File: config.mk
export PLATFORM = sky130hd
export DESIGN_NAME = mem_req_arbiter
export DESIGN_NICKNAME = d
export VERILOG_FILES = /design/src/rtl/mem_req_arbiter.sv
export SDC_FILE = /design/constraint.sdc
export NUM_CORES = 1
export LEC_CHECK = 0
export ABC_CLOCK_PERIOD_IN_PS = 3800
export CAP_MARGIN = 0
export CELL_PAD_IN_SITES_DETAIL_PLACEMENT = 1
export CELL_PAD_IN_SITES_GLOBAL_PLACEMENT = 1
export CORE_AREA = 4 4 199 201
export CTS_BUF_LIST = sky130_fd_sc_hd__clkbuf_8
export CTS_CLUSTER_DIAMETER = 60
export DETAILED_ROUTE_END_ITERATION = 12
export DIE_AREA = 0 0 203 205
export PLACE_DENSITY = 0.78
export SYNTH_ARGS = -nofsm -noshare
export SYNTH_HDL_FRONTEND = slang
export SYNTH_SLANG_ARGS = --single-unit
File: constraint.sdc
create_clock -name CLK -period 3.8 [get_ports CLK]
set_input_delay 1.14 -clock CLK [delete_from_list [all_inputs] [get_ports CLK]]
set_output_delay 1.14 -clock CLK [all_outputs]
set_load 0.01 [all_outputs]
File: src/rtl/mem_req_arbiter.sv
// Arbitrates instruction-fetch and data requests onto one single-ported memory channel and
// steers in-order memory responses back to the issuing interface as registered pulses.
module mem_req_arbiter #(
  parameter int unsigned OUTSTANDING = 4,
  parameter logic [1:0]  IFETCH_OP   = 2'b01
) (
  input  logic        CLK,
  input  logic        RESET,
  // Instruction fetch interface
  input  logic        i_req_valid,
  input  logic [63:0] i_req_pc,
  output logic        i_req_ready,
  output logic        i_resp_valid,
  output logic [31:0] i_resp_instr,
  output logic [1:0]  i_resp_fault,
  // Data access interface
  input  logic        d_req_valid,
  input  logic [1:0]  d_req_op,
  input  logic [7:0]  d_req_mask,
  input  logic [63:0] d_req_addr,
  input  logic [63:0] d_req_data,
  output logic        d_req_ready,
  output logic        d_resp_valid,
  output logic [63:0] d_resp_data,
  output logic [1:0]  d_resp_fault,
  // Memory port
  output logic        mem_req_valid,
  input  logic        mem_req_ready,
  output logic [1:0]  mem_req_op,
  output logic [7:0]  mem_req_mask,
  output logic [63:0] mem_req_addr,
  output logic [63:0] mem_req_data,
  input  logic        mem_resp_valid,
  input  logic [63:0] mem_resp_data,
  input  logic [1:0]  mem_resp_fault,
  output logic        err_orphan
);

  localparam int unsigned PtrW = $clog2(OUTSTANDING);
  localparam logic [PtrW:0] FullCnt = (PtrW + 1)'(OUTSTANDING);

  logic [PtrW-1:0]        wr_ptr_q, rd_ptr_q;
  logic [PtrW:0]          count_q;
  logic [OUTSTANDING-1:0] tag_src_i_q;
  logic [OUTSTANDING-1:0] tag_hi_q;
  logic                   last_i_q;

  logic        i_resp_valid_q, d_resp_valid_q, err_orphan_q;
  logic [31:0] i_resp_instr_q;
  logic [1:0]  i_resp_fault_q, d_resp_fault_q;
  logic [63:0] d_resp_data_q;

  logic full, can_issue, grant_i, push, pop, head_src_i, head_hi;

  // Fetches are word aligned; the low PC bits carry no information.
  logic unused_pc;
  assign unused_pc = ^i_req_pc[1:0];

  always_comb begin
    full          = (count_q == FullCnt);
    can_issue     = mem_req_ready & ~full;
    // Round robin only matters on a conflict; otherwise the lone requester wins.
    grant_i       = (i_req_valid & d_req_valid) ? ~last_i_q : i_req_valid;
    mem_req_valid = (i_req_valid | d_req_valid) & ~full;
    i_req_ready   = can_issue & i_req_valid & grant_i;
    d_req_ready   = can_issue & d_req_valid & ~grant_i;

    if (grant_i) begin
      mem_req_op   = IFETCH_OP;
      mem_req_mask = i_req_pc[2] ? 8'hF0 : 8'h0F;
      mem_req_addr = {i_req_pc[63:3], 3'b000};
      mem_req_data = '0;
    end else begin
      mem_req_op   = d_req_op;
      mem_req_mask = d_req_mask;
      mem_req_addr = d_req_addr;
      mem_req_data = d_req_data;
    end

    push       = mem_req_valid & mem_req_ready;
    pop        = mem_resp_valid & (count_q != '0);
    head_src_i = tag_src_i_q[rd_ptr_q];
    head_hi    = tag_hi_q[rd_ptr_q];
  end

  always_ff @(posedge CLK) begin
    if (!RESET) begin
      wr_ptr_q       <= '0;
      rd_ptr_q       <= '0;
      count_q        <= '0;
      last_i_q       <= 1'b1;
      i_resp_valid_q <= 1'b0;
      i_resp_instr_q <= '0;
      i_resp_fault_q <= '0;
      d_resp_valid_q <= 1'b0;
      d_resp_data_q  <= '0;
      d_resp_fault_q <= '0;
      err_orphan_q   <= 1'b0;
    end else begin
      if (push) wr_ptr_q <= wr_ptr_q + 1'b1;
      if (pop)  rd_ptr_q <= rd_ptr_q + 1'b1;
      unique case ({push, pop})
        2'b10:   count_q <= count_q + 1'b1;
        2'b01:   count_q <= count_q - 1'b1;
        default: count_q <= count_q;
      endcase
      if (i_req_valid & d_req_valid & can_issue) last_i_q <= grant_i;

      i_resp_valid_q <= pop & head_src_i;
      d_resp_valid_q <= pop & ~head_src_i;
      if (pop & head_src_i) begin
        i_resp_instr_q <= head_hi ? mem_resp_data[63:32] : mem_resp_data[31:0];
        i_resp_fault_q <= mem_resp_fault;
      end
      if (pop & ~head_src_i) begin
        d_resp_data_q  <= mem_resp_data;
        d_resp_fault_q <= mem_resp_fault;
      end
      if (mem_resp_valid & (count_q == '0)) err_orphan_q <= 1'b1;
    end
  end

  // Tag storage needs no reset: entries are only read below count_q.
  always_ff @(posedge CLK) begin
    if (push) begin
      tag_src_i_q[wr_ptr_q] <= grant_i;
      tag_hi_q[wr_ptr_q]    <= grant_i & i_req_pc[2];
    end
  end

  assign i_resp_valid = i_resp_valid_q;
  assign i_resp_instr = i_resp_instr_q;
  assign i_resp_fault = i_resp_fault_q;
  assign d_resp_valid = d_resp_valid_q;
  assign d_resp_data  = d_resp_data_q;
  assign d_resp_fault = d_resp_fault_q;
  assign err_orphan   = err_orphan_q;

endmodule

==> results.ini <==
[logic_synthesis]
synth_warnings=0
synth_top_area_cell=dfxtp_1
yosys.cell_count.top_type=nand2_1
synth_edf_count=8
avgSynthCellArea_sq_um=7.67
synthCells=844
yosys-top-cells-area=dfxtp_1 34%, nand2_1 21%, mux2i_1 15%
async_reset_ff_share_pct=0
synthDistinctLibCells=35
synth_common_cells=361 x nand2_1, 111 x dfxtp_1, 100 x mux2i_1, 72 x and2_1, 49 x clkbuf_1
ys_seq_elements=119
synth_flop_cell=dfxtp_1
synth_area_sq_um=6480
syn_nets=1124
yosys.area.top_type_share_pct=34.3
yosysSeqAreaShare_pct=38.0

[sta]
min_period_over_period_pct=98.2
relSlewSlack_pct=43.7
setup_viol=0
worst_pin_slew_ns=0.844
layout_min_cycle_time_ns=3.73
hold_viol=0
slew_violations=0
holdWs_ns=0.457
rsz0062_at_grt=false
fmax_mhz=268
clock_skew_ns=0.0150

[power]
switchingPower_mw=1.80
swShare_pct=34.9
power_density_nw_per_um2=406
p_leak_nw=5.37
ir_drop_v=0.000226
p_comb_share_pct=45.2
internal-power_mw=3.36
p_clk_share_pct=23.3
seq_power_share_pct=31.4

[job]
cap_violations=0

[cells_and_area]
final_cells=1888
drive_above_1_share_pct=9.63
area_growth_pct=96.5
fin_nets=1639
finalInstanceArea_sq_um=12700

[detailed_routing]
drtIter0Drc=268
via_per_inst=4.13
wl_per_cell_um=21.1
routed_wl_mm=39.7
drtAntennaViolNets=0
post-route-drc-count=0
first_pass_iters=4
routed-via-count=7800

[clock_network]
cts.clk_slew.worst_paths_ns=0.07
h-tree-depth=4
cts_buffers=17
cts-root-buf=clkbuf_8
clock-sinks=119
worstSkewPairLatency_ns=0.45
clockBufferDepth=2
hold_buffers=0
cts_tree=done

[critical_path]
start_kind=primary input
cp.required_ns=2.66
rr_worst_depth=9
timing.rr.end=count_q[2]$_SDFFE_PN0P_
crit_buf_inv=4
reg2reg_from=count_q[2]$_SDFFE_PN0P_
cp_data_arrival_time_ns=2.59
crit_type=in -> out
slowest_stage=buf_4
cp-end-kind=primary output
crit_chain=dlygate4sd2_1 -> a21bo_4 -> buf_12 -> buf_4 -> nand2_1 -> nand2_1 -> dlygate4sd2_1
cp_max_fo=23
r2r_setup_slack_ns=1.31
crit_family=buffers and inverters
cp_slowest_stage_delay_ns=0.27

[global_route]
gr-total-overflow=0
grt_pass1_vias=8221
grt_first_pass_wirelength_mm=55.7
track_usage_pct=18.2
antenna_found_initial=22
grt_max_degree=83

[hold_path]
hold_class=reg -> reg
holdPathStages=2
min_to=d_resp_data[51]$_SDFFE_PN0P_
hp-start=d_resp_data[51]$_SDFFE_PN0P_

[floorplan]
num_io_pins=518
start_util_pct=17.2
die_y_um=205
fp-row-count=71
core-area_sq_um=37600
die_w_um=203
die-area_sq_um=41600

[place]
dp_hpwl_mm=33.3
place_congestion=0.871
port_buffers=515
placed_cell_area_sq_um=12300
dp_cells=1839

[outcome]
outcome=completed

[placed cells by master (no fill, tap or decap), types with 5 or more instances in the layout]
cell,count
buf_2,22
nand2_2,9
edfxtp_1,8
dlymetal6s2s_1,5
dfxtp_1,111
buf_12,9
clkbuf_8,20
clkdlybuf4s50_1,373
nor2_1,10
and2_1,72
a21o_1,36
clkdlybuf4s15_2,9
nand2_1,352
mux2i_1,100
dlygate4sd2_1,60
clkdlybuf4s15_1,36
diode_2,6
a21oi_1,5
buf_4,38
inv_1,13
o21ai_0,33
ha_1,5
[cell families (layout without fill, tap and decap cells)]
family,after synthesis,after routing,share of synthesized area (%)
simple gates,459,459,30.0
other cells,0,6,0
flops,119,119,38.0
mux,103,103,16.3
xor+xnor,4,4,0.541
buf+inv,74,601,6.03
compound gates,79,79,7.77
fa+ha+maj,6,6,1.28
[per-stage QoR]
stage / worst slack [ns] / total power [mW] / setup TNS (ns) / util (%)
global route: 0.000969 / 5.47 / 0 / 33.8
finish: 0.0700 / 5.16 / 0 / 33.9
detailed placement: -0.365 / 4.05 / -30.13 / 32.6
global placement: -0.359 / 3.99 / -28.45 / 32.6
CTS: 0.0254 / 5.25 / 0 / 33.8
floorplan: 0.573 / 2.78 / 0 / -
[layout make-up]
| type | count | area (sq um) |
|---|---|---|
| flip-flops and latches | 119 | 2460 |
| diodes | 6 | 15.0 |
| fillers | 4518 | 24900 |
| well taps | 511 | 639 |
| inverters | 11 | 48.8 |
| repair buffers | 559 | 5500 |
| clock buffers | 20 | 275 |
| clock inverters | 11 | 133 |
| multi-input cells | 651 | 3660 |
[worst register-to-register path, stage by stage, from the launching register on]
cell and delay, ns:
dfxtp_1 0.43, nor3b_1 0.53, nor3_1 0.18, inv_1 0.09, ha_1 0.18, inv_1 0.06
fa_1 0.37, xor2_1 0.16, or3_1 0.30, a21oi_1 0.13
[worst max path at each step]
stage	slack, ns	cells after the start	end	startpoint
2_1_floorplan	0.57	5	mem_req_addr[10]	i_req_valid
3_3_place_gp	-0.36	7	mem_req_addr[25]	i_req_valid
3_5_place_dp	-0.37	7	mem_req_addr[25]	i_req_valid
4_1_cts	0.03	6	mem_req_data[3]	i_req_valid
5_1_grt	0.001	7	mem_req_addr[54]	i_req_valid
6_report	0.07	7	mem_req_addr[54]	i_req_valid
[state kept, by name, summed over array words and instances (netlist names), 2 cells and up]
name          count
count_q           3
rd_ptr_q          2
tag_src_i_q       4
i_resp_instr     32
d_resp_fault      2
d_resp_data      64
tag_hi_q          4
wr_ptr_q          2
i_resp_fault      2
[power groups by stage]
stage,clock network (mW),logic (mW),registers [mW]
floorplan,0,1.06,1.72
global placement,0,2.35,1.63
detailed placement,0,2.40,1.65
CTS,1.25,2.37,1.62
global route,1.32,2.50,1.66
finish,1.21,2.33,1.62
[layer usage]
layer | up-vias | part of all wire, % | track usage (%)
li1 | 3752 | - | -
met1 | 3642 | 34 | 17.5
met2 | 323 | 53 | 35.8
met3 | 63 | 9.4 | 7.50
met4 | 20 | 2.4 | 4.53
met5 | - | 0.32 | 0
[timing repair]
item | 4_1_cts | 5_1_grt
setup endpoints to repair | 137 | 5
gates cloned | 3 | 0
pin swaps | 1 | 0
resized for setup | 270 | 5
setup buffers | 10 | 0
No activity file was read; power rests on OpenSTA's default activity.
